### src/rtl/mem_arb_pkg.sv
// ---------------------------------------------------------------------------
// mem_arb_pkg
//   Shared types and limits for the fetch/load-store memory port arbiter.
//   arb_state_t : IDLE (nothing outstanding) / WAIT (one access in flight)
//   owner_t     : which core port (fetch F or load/store D) owns an access
//   MEM_LAT_MIN/MEM_LAT_MAX : legal range of the memory read latency
// ---------------------------------------------------------------------------
package mem_arb_pkg;

    typedef enum logic {
        IDLE = 1'b0,
        WAIT = 1'b1
    } arb_state_t;

    typedef enum logic {
        OWN_F = 1'b0,
        OWN_D = 1'b1
    } owner_t;

    localparam int MEM_LAT_MIN = 1;
    localparam int MEM_LAT_MAX = 4;

endpackage

### src/rtl/mem_port_arbiter_rr_arb2.sv
// ---------------------------------------------------------------------------
// rr_arb2
//   Combinational two-way round-robin picker.
//   req_i[0] = fetch port request, req_i[1] = load/store port request
//   last_i   = port granted most recently
//   gnt_o    = one-hot winner (2'b00 when nobody requests)
//   A lone requester always wins; on contention the port that was not
//   granted last wins, so neither port can starve the other.
// ---------------------------------------------------------------------------
module rr_arb2
    import mem_arb_pkg::*;
(
    input  logic [1:0] req_i,
    input  owner_t     last_i,
    output logic [1:0] gnt_o
);

    // Pick the winner from the request vector and the previous grant.
    always_comb begin
        gnt_o = 2'b00;
        case (req_i)
            2'b01:   gnt_o = 2'b01;
            2'b10:   gnt_o = 2'b10;
            2'b11:   gnt_o = (last_i == OWN_D) ? 2'b01 : 2'b10;
            default: gnt_o = 2'b00;
        endcase
    end

endmodule

### src/rtl/mem_port_arbiter.sv
// ---------------------------------------------------------------------------
// mem_port_arbiter
//   Shares one single-port, word-addressed memory between the instruction
//   fetch port (f_*) and the load/store port (d_*). One access outstanding at
//   a time, round-robin arbitration, read data returned MEM_LAT cycles after
//   the memory strobe.
//
//   Ports
//     clk, rst_n                 clock, asynchronous active-low reset
//     f_req/f_addr               fetch request and byte address
//     f_gnt/f_rvalid/f_rdata     fetch accept pulse, data valid pulse, data
//     d_req/d_we/d_be/d_addr/d_wdata   load/store request
//     d_gnt/d_rvalid/d_rdata     data accept pulse, completion pulse, load data
//     mem_en/mem_we/mem_be/mem_addr/mem_wdata   memory macro command
//     mem_rdata                  memory read data (MEM_LAT cycles after mem_en)
//
//   Grant and the memory command are combinational in the issue cycle so a new
//   access can start in the very cycle the previous response returns, giving
//   one access every MEM_LAT cycles under back-to-back traffic.
// ---------------------------------------------------------------------------
module mem_port_arbiter
    import mem_arb_pkg::*;
#(
    parameter int MEM_LAT    = 1,
    parameter int WORDS_LOG2 = 5
) (
    input  logic                  clk,
    input  logic                  rst_n,
    input  logic                  f_req,
    input  logic [31:0]           f_addr,
    output logic                  f_gnt,
    output logic                  f_rvalid,
    output logic [31:0]           f_rdata,
    input  logic                  d_req,
    input  logic                  d_we,
    input  logic [3:0]            d_be,
    input  logic [31:0]           d_addr,
    input  logic [31:0]           d_wdata,
    output logic                  d_gnt,
    output logic                  d_rvalid,
    output logic [31:0]           d_rdata,
    output logic                  mem_en,
    output logic                  mem_we,
    output logic [3:0]            mem_be,
    output logic [WORDS_LOG2-1:0] mem_addr,
    output logic [31:0]           mem_wdata,
    input  logic [31:0]           mem_rdata
);

    if ((MEM_LAT < MEM_LAT_MIN) || (MEM_LAT > MEM_LAT_MAX)) begin : g_bad_mem_lat
        $error("mem_port_arbiter: MEM_LAT=%0d outside legal range %0d..%0d",
               MEM_LAT, MEM_LAT_MIN, MEM_LAT_MAX);
    end

    localparam int               CNT_W    = $clog2(MEM_LAT + 1);
    localparam logic [CNT_W-1:0] CNT_LAST = CNT_W'(MEM_LAT - 1);
    localparam logic [CNT_W-1:0] CNT_ONE  = CNT_W'(1);

    arb_state_t       state_q, state_d;
    owner_t           owner_q, owner_d;
    owner_t           last_q,  last_d;
    logic [CNT_W-1:0] cnt_q,   cnt_d;
    logic             we_q,    we_d;     // access in flight is a store

    logic [1:0]       req_s;
    logic [1:0]       pick_s;
    logic             resp_s;
    logic             slot_s;
    logic             issue_s;
    logic             d_wins_s;

    // Byte-offset bits and bits above the memory depth are deliberately ignored
    // (word access, addresses wrap modulo the memory size).
    logic             unused_s;
    assign unused_s = ^{f_addr[31:WORDS_LOG2+2], f_addr[1:0],
                        d_addr[31:WORDS_LOG2+2], d_addr[1:0]};

    assign req_s = {d_req, f_req};

    rr_arb2 u_rr_arb2 (
        .req_i  (req_s),
        .last_i (last_q),
        .gnt_o  (pick_s)
    );

    // Response cycle doubles as an issue slot so accesses can pipeline.
    assign resp_s   = (state_q == WAIT) && (cnt_q == CNT_LAST);
    assign slot_s   = (state_q == IDLE) || resp_s;
    assign issue_s  = slot_s && (pick_s != 2'b00);
    assign d_wins_s = pick_s[1];

    // State, owner, round-robin history and latency counter registers.
    always_ff @(posedge clk or negedge rst_n) begin
        if (!rst_n) begin
            state_q <= IDLE;
            owner_q <= OWN_F;
            last_q  <= OWN_D;
            cnt_q   <= {CNT_W{1'b0}};
            we_q    <= 1'b0;
        end else begin
            state_q <= state_d;
            owner_q <= owner_d;
            last_q  <= last_d;
            cnt_q   <= cnt_d;
            we_q    <= we_d;
        end
    end

    // Next-state: start a new access in an issue slot, otherwise count latency.
    always_comb begin
        state_d = state_q;
        owner_d = owner_q;
        last_d  = last_q;
        cnt_d   = cnt_q;
        we_d    = we_q;
        if (issue_s) begin
            state_d = WAIT;
            owner_d = d_wins_s ? OWN_D : OWN_F;
            last_d  = d_wins_s ? OWN_D : OWN_F;
            cnt_d   = {CNT_W{1'b0}};
            we_d    = d_wins_s & d_we;
        end else if (slot_s) begin
            state_d = IDLE;
            cnt_d   = {CNT_W{1'b0}};
        end else if (state_q == WAIT) begin
            cnt_d   = cnt_q + CNT_ONE;
        end else begin
            cnt_d   = {CNT_W{1'b0}};
        end
    end

    // Grant pulses and memory command; everything is held at zero in reset so
    // a request raised during reset cannot leak a grant or strobe.
    always_comb begin
        f_gnt     = 1'b0;
        d_gnt     = 1'b0;
        mem_en    = 1'b0;
        mem_we    = 1'b0;
        mem_be    = 4'h0;
        mem_addr  = {WORDS_LOG2{1'b0}};
        mem_wdata = 32'h0000_0000;
        if (issue_s && rst_n) begin
            mem_en = 1'b1;
            if (d_wins_s) begin
                d_gnt     = 1'b1;
                mem_we    = d_we;
                mem_be    = d_we ? d_be : 4'hF;
                mem_addr  = d_addr[WORDS_LOG2+1:2];
                mem_wdata = d_we ? d_wdata : 32'h0000_0000;
            end else begin
                f_gnt     = 1'b1;
                mem_be    = 4'hF;
                mem_addr  = f_addr[WORDS_LOG2+1:2];
            end
        end else begin
            mem_en = 1'b0;
        end
    end

    // Response routing: only the owning port sees rvalid; stores return zero.
    always_comb begin
        f_rvalid = 1'b0;
        f_rdata  = 32'h0000_0000;
        d_rvalid = 1'b0;
        d_rdata  = 32'h0000_0000;
        if (resp_s) begin
            if (owner_q == OWN_D) begin
                d_rvalid = 1'b1;
                d_rdata  = we_q ? 32'h0000_0000 : mem_rdata;
            end else begin
                f_rvalid = 1'b1;
                f_rdata  = mem_rdata;
            end
        end else begin
            f_rvalid = 1'b0;
        end
    end

endmodule

### config.mk
export PLATFORM = sky130hd
export DESIGN_NAME = mem_port_arbiter
export DESIGN_NICKNAME = d
export VERILOG_FILES = /design/src/rtl/mem_arb_pkg.sv /design/src/rtl/mem_port_arbiter_rr_arb2.sv /design/src/rtl/mem_port_arbiter.sv
export SDC_FILE = /design/constraint.sdc
export NUM_CORES = 1
export LEC_CHECK = 0
export ABC_AREA = 1
export CAP_MARGIN = 20
export CORE_AREA = 2 2 96 98
export CTS_CLUSTER_SIZE = 20
export DETAILED_ROUTE_END_ITERATION = 16
export DIE_AREA = 0 0 98 100
export DONT_BUFFER_PORTS = 1
export HOLD_SLACK_MARGIN = 0.08
export SYNTH_ARGS = -nofsm -noshare
export SYNTH_HDL_FRONTEND = slang
export SYNTH_SLANG_ARGS = --single-unit
### constraint.sdc
create_clock -name clk -period 1.82 [get_ports clk]
set_input_delay 0.364 -clock clk [delete_from_list [all_inputs] [get_ports clk]]
set_output_delay 0.364 -clock clk [all_outputs]
set_load 0.1 [all_outputs]
== Yosys cells after proc, flatten, opt, wreduce, memory -nomap -nowiden ==
Index checks and enable logic that the tools add are counted.
Widths: inputs -> output; s select.

* Bits in registers: 5
* Input bits: 137
* Output and inout bits: 111
* Word-level logic and storage cells: 49

* Add/sub/neg operators: 1
* Equality and inequality tests: 3
* Mux-type cells: 31
* Bitwise logic cells: 3
* Reduce and logical (&&, ||, !) cells: 6

{| class="wikitable"
|+ Operator list
! cell !! number
|-
| $mux 32 || 8
|-
| $mux 1 || 16
|-
| $mux 4 || 3
|-
| $mux 5 || 2
|-
| $pmux 2 s3 || 1
|-
| $eq 2x2->1 const B || 2
|-
| $reduce_bool 2->1 || 2
|-
| $logic_and 1x1->1 || 3
|-
| $eq 2x1->1 const B || 1
|-
| $mux 2 || 1
|-
| $not 1->1 || 2
|-
| $add 1x1->1 const B || 1
|-
| $and 1x1->1 || 1
|-
| $logic_or 1x1->1 || 1
|}

== Logic depth before layout (Yosys ltp) ==
* Depth in word-level cells: 6
* Gate-level depth with buffers: 6
* Mapped depth without buffers: 5

== By module ==
From an unflattened synthesis, not the netlist that was laid out.

* Cells, all modules: 254
* Area, all modules: 1232.4 µm²

{| class="wikitable"
|+ By module, submodules not included
! module !! instances !! cells an instance !! area an instance (µm²) !! seq. area each (µm²)
|-
| mem_port_arbiter || 1 || 249 || 1211.2 || 126.4
|-
| rr_arb2 || 1 || 5 || 21.3 || 0.0
|}

== Worst setup path after synthesis ==
OpenSTA, ideal clock, no wires.

* Kind: register to output
* Start: register cnt_q
* End: output d_rdata[10]
* Arrival: 3006 ps
* Data required time: 1456 ps
* Setup slack: -1550 ps
* Stages on the path, launching flop included: 7
* Cell sequence: dfrtp_1 inv_1 nand2_1 nor2_2 nand2_1 buf_2 nor2_1

* Longest elaborated chain between the ends: 3

{| class="wikitable"
|+ RTL lines
! element !! line !! RTL
|-
| start, declared || mem_port_arbiter.sv:62 || <nowiki>logic [CNT_W-1:0] cnt_q, cnt_d;</nowiki>
|-
| start signal, assigned || mem_port_arbiter.sv:98 || <nowiki>cnt_q <= {CNT_W{1'b0}};</nowiki>
|-
| start signal, assigned || mem_port_arbiter.sv:104 || <nowiki>cnt_q <= cnt_d;</nowiki>
|-
| $not 1->1 || mem_port_arbiter.sv:87 || <nowiki>assign resp_s = (state_q == WAIT) && (cnt_q == CNT_LAST);</nowiki>
|-
| $logic_and 1x1->1 || mem_port_arbiter.sv:87 ||
|-
| $mux 32 || mem_port_arbiter.sv:166 || <nowiki>if (resp_s) begin</nowiki>
|-
| end, declared || mem_port_arbiter.sv:41 || <nowiki>output logic [31:0] d_rdata,</nowiki>
|}

No other way between the ends.

== Worst setup path after layout ==
* Start: register last_q
* End: output mem_addr[2]

* Longest elaborated chain between the ends: 6
* Elaborated cells on any way between the ends: 7
* Those cells by class: 4 x mux; 3 x reduce/logical

{| class="wikitable"
|+ RTL lines
! element !! line !! RTL
|-
| start, declared || mem_port_arbiter.sv:61 || <nowiki>owner_t last_q, last_d;</nowiki>
|-
| start signal, assigned || mem_port_arbiter.sv:103 || <nowiki>last_q <= last_d;</nowiki>
|-
| $mux 2 * || mem_port_arbiter_rr_arb2.sv:24 || <nowiki>2'b11: gnt_o = (last_i == OWN_D) ? 2'b01 : 2'b10;</nowiki>
|-
| $pmux 2 s3 * || mem_port_arbiter_rr_arb2.sv:21 || <nowiki>case (req_i)</nowiki>
|-
| $reduce_bool 2->1 || mem_port_arbiter.sv:89 || <nowiki>assign issue_s = slot_s && (pick_s != 2'b00);</nowiki>
|-
| $logic_and 1x1->1 || mem_port_arbiter.sv:89 ||
|-
| $logic_and 1x1->1 || mem_port_arbiter.sv:142 || <nowiki>if (issue_s && rst_n) begin</nowiki>
|-
| $mux 5 * || mem_port_arbiter.sv:142 ||
|-
| end, declared || mem_port_arbiter.sv:45 || <nowiki>output logic [WORDS_LOG2-1:0] mem_addr,</nowiki>
|}

Mark *: on every way between the ends. The rest lies on a longest branch, timed or not.

==> flow_summary_export.csv <==
group,metric,value,unit
die,core_area,8890,sq um
die,top_level_ports,248,
global_routing,grt.overflow.total,0,
power,power.density,498.6,nW/um^2
cts,clk_latency,0.22,ns
drt,first_pass_iters,4,
layout,nets,522,
drt,finalWirelength,8211,microns
drt,drtIter0Drc,39,
drt,routed_via_density,4.497,
global_routing,grt_pass1_vias,2336,
cts,clk_pin_slew_worst_paths,0.04,ns
timing,fin_hold_ws,0.2752,ns
global_routing,antenna_found_initial,0,
die,fp.dieH,100,microns
layout,diodes,0,
run_status,status,"finished, violations left",
place,io_buffers,0,
timing,slew_violations,0,
worst_setup_path,end_kind,"output port",
synthesis,synthMuxAreaShare,0,
synthesis,avgSynthCellArea,4.806,sq um
global_routing,grt_pass1_wl,11730,microns
drt,drc_errors,0,
worst_setup_path,crit_arrival,1.57,ns
cts,clock-sinks,5,
synthesis,syn_inst,246,
synthesis,synthesis.area,1182,sq um
die,die_w,98,microns
die,num_rows,35,
job,max_cap_viol_count,0,
die,dieArea,9800,sq um
synthesis,synthSimpleGateAreaFrac,0.6138,
timing,finalCriticalPeriod,1.933,ns
synthesis,synth_fa_ha_area_frac,0,
run_status,violations,"negative setup slack",
cts,cts_buffers,3,
synthesis,synth_xor_area_frac,0,
cts,ctsRootBufferMaster,"clkbuf_8",
place,preCtsSetupSlack,0.02817,ns
timing,fin_tns_setup,-2.005,ns
die,start_util,0.1330,
cts,cts.path.max_buffers,2,
min_path,min_path_type,"in2reg",
drt,vias,2226,
worst_setup_path,path_class,"reg2out",
worst_setup_path,start_kind,"flop",
power,ir_drop,0.2076,mV
power,leakagePower,1.951,nW
synthesis,ys_seq_area_frac,0.1069,
layout,num-fill-cells,707,
place,dp_hpwl,6162,microns
timing,rsz0062_at_grt,"yes",
timing,finalCritPeriodShare,1.062,
timing,final-setup-viol-count,61,
synthesis,yosysWarnings,0,
synthesis,yosysUniqueCellTypes,17,
layout,syn2layout_area_growth,331.3,%
synthesis,syn_nets,383,
drt,wl_per_cell,16.59,microns
timing,skew,0.003591,ns
global_routing,grtUsageTotal,0.1466,
worst_setup_path,path_max_fanout,5,
cts,cts_tree,"done",
drt,drtAntennaViolNets,0,
synthesis,synth.ff_latch_count,5,
timing,worst_slack,-0.1135,ns
synthesis,synth_top_family_by_area,"simple AND/OR/NAND/NOR gates",
global_routing,grt_max_degree,41,
timing,hold_viol,0,
worst_setup_path,crit_required,1.46,ns
layout,drive_gt1_frac,0.7552,
cts,htreeDepth,1,
timing,max_freq,517.2,MHz
synthesis,synth_compound_area_frac,0.04233,
place,gp_congestion,0.8648,
## layout by cell type, fill, tap and decap left out, drive strengths merged
| cell | instances |
|---|---|
| a21oi | 9 |
| buf | 151 |
| clkbuf | 7 |
| clkinv | 1 |
| conb | 1 |
| dfrtp | 4 |
| dfstp | 1 |
| dlygate4sd3 | 1 |
| inv | 43 |
| nand2 | 19 |
| nand3 | 7 |
| nand4 | 32 |
| nor2 | 107 |
| o21ai | 1 |
## synth_stat cells
library cell / n / area share
a21oi_1: 9 / 0.038
buf_2: 17 / 0.072
buf_4: 3 / 0.019
clkbuf_1: 2 / 0.0064
conb_1: 1 / 0.0032
dfrtp_1: 4 / 0.085
dfstp_2: 1 / 0.022
inv_1: 42 / 0.13
inv_2: 1 / 0.0032
nand2_1: 18 / 0.057
nand2_2: 1 / 0.0053
nand3_1: 6 / 0.025
nand3_4: 1 / 0.015
nand4_1: 32 / 0.17
nor2_1: 106 / 0.34
nor2_2: 1 / 0.0053
o21ai_0: 1 / 0.0042
## worst max-delay path: stages (launching register included)
cell and delay [ns]:
dfstp_2 0.56, nand2_4 0.12, nand2_8 0.11, buf_12 0.13, nand2_4 0.05, a21oi_4 0.17, buf_12 0.20
## sequential cells by signal, indices dropped and copies added, names as in the netlist
name,count
cnt_q,1
last_q,1
owner_q,1
state_q,1
we_q,1
## metrics by stage
step           power [W]  instance area, sq um  cells    util
2_1_floorplan   0.001495                  2103    246       -
3_3_place_gp    0.002075                  4446    462  0.5001
3_5_place_dp    0.002099                  4446    462  0.5001
4_1_cts         0.002460                  4860    483  0.5467
5_1_grt         0.002615                  5100    495  0.5737
6_report        0.002543                  5100    495  0.5737
## routing by layer
metal / share of wire / vias up / global-route usage
met5: 0 / - / 0
met4: 0.020 / 0 / 0.02778
met3: 0.090 / 12 / 0.03482
met2: 0.56 / 162 / 0.3030
met1: 0.33 / 1016 / 0.1482
li1: - / 1036 / -
## area by class of cell
cell class                      count  area, sq um  area share
Tap cell                          111        138.9     0.02723
Timing Repair Buffer              156         2888      0.5662
Clock inverter                      1        5.005   0.0009814
Sequential cell                     5        126.4     0.02478
Clock buffer                        3        41.29    0.008096
Inverter                           43        163.9     0.03214
Multi-Input combinational cell    176         1737      0.3405
## final timing paths
kind / from / end / slack [ns] / depth (start not counted)
setup / recovery: last_q / mem_addr[2] / -0.11 / 6
hold / removal: f_req / state_q / 0.28 / 2
setup reg to reg: last_q / we_q / 0.51 / 7
hold reg to reg: we_q / we_q / 0.51 / 2
max in group asynchronous: rst_n / last_q / 1.14 / 1
min in group asynchronous: rst_n / state_q / 0.43 / 1
## cells by family after synthesis
group / count (synthesis)
AO/OA/AOI/OAI: 10
buffers and inverters: 65
flip-flops: 5
other: 1
AND/OR/NAND/NOR: 165
## where the power goes
group | internal, W | switching [W]
sequential | 0.000125 | 0.00000958
clock | 0.000147 | 0.0000572
combinational | 0.000785 | 0.00142
total | 0.00106 | 0.00149
## repair_timing
item,in CTS,in global routing
hold endpoints to repair,5,0
setup endpoints to repair,103,107
cloned,4,6
resized for setup,34,27
buffers inserted,12,7
pin swaps,15,21
hold buffers,1,0
(Power assumes the default switching activity.)
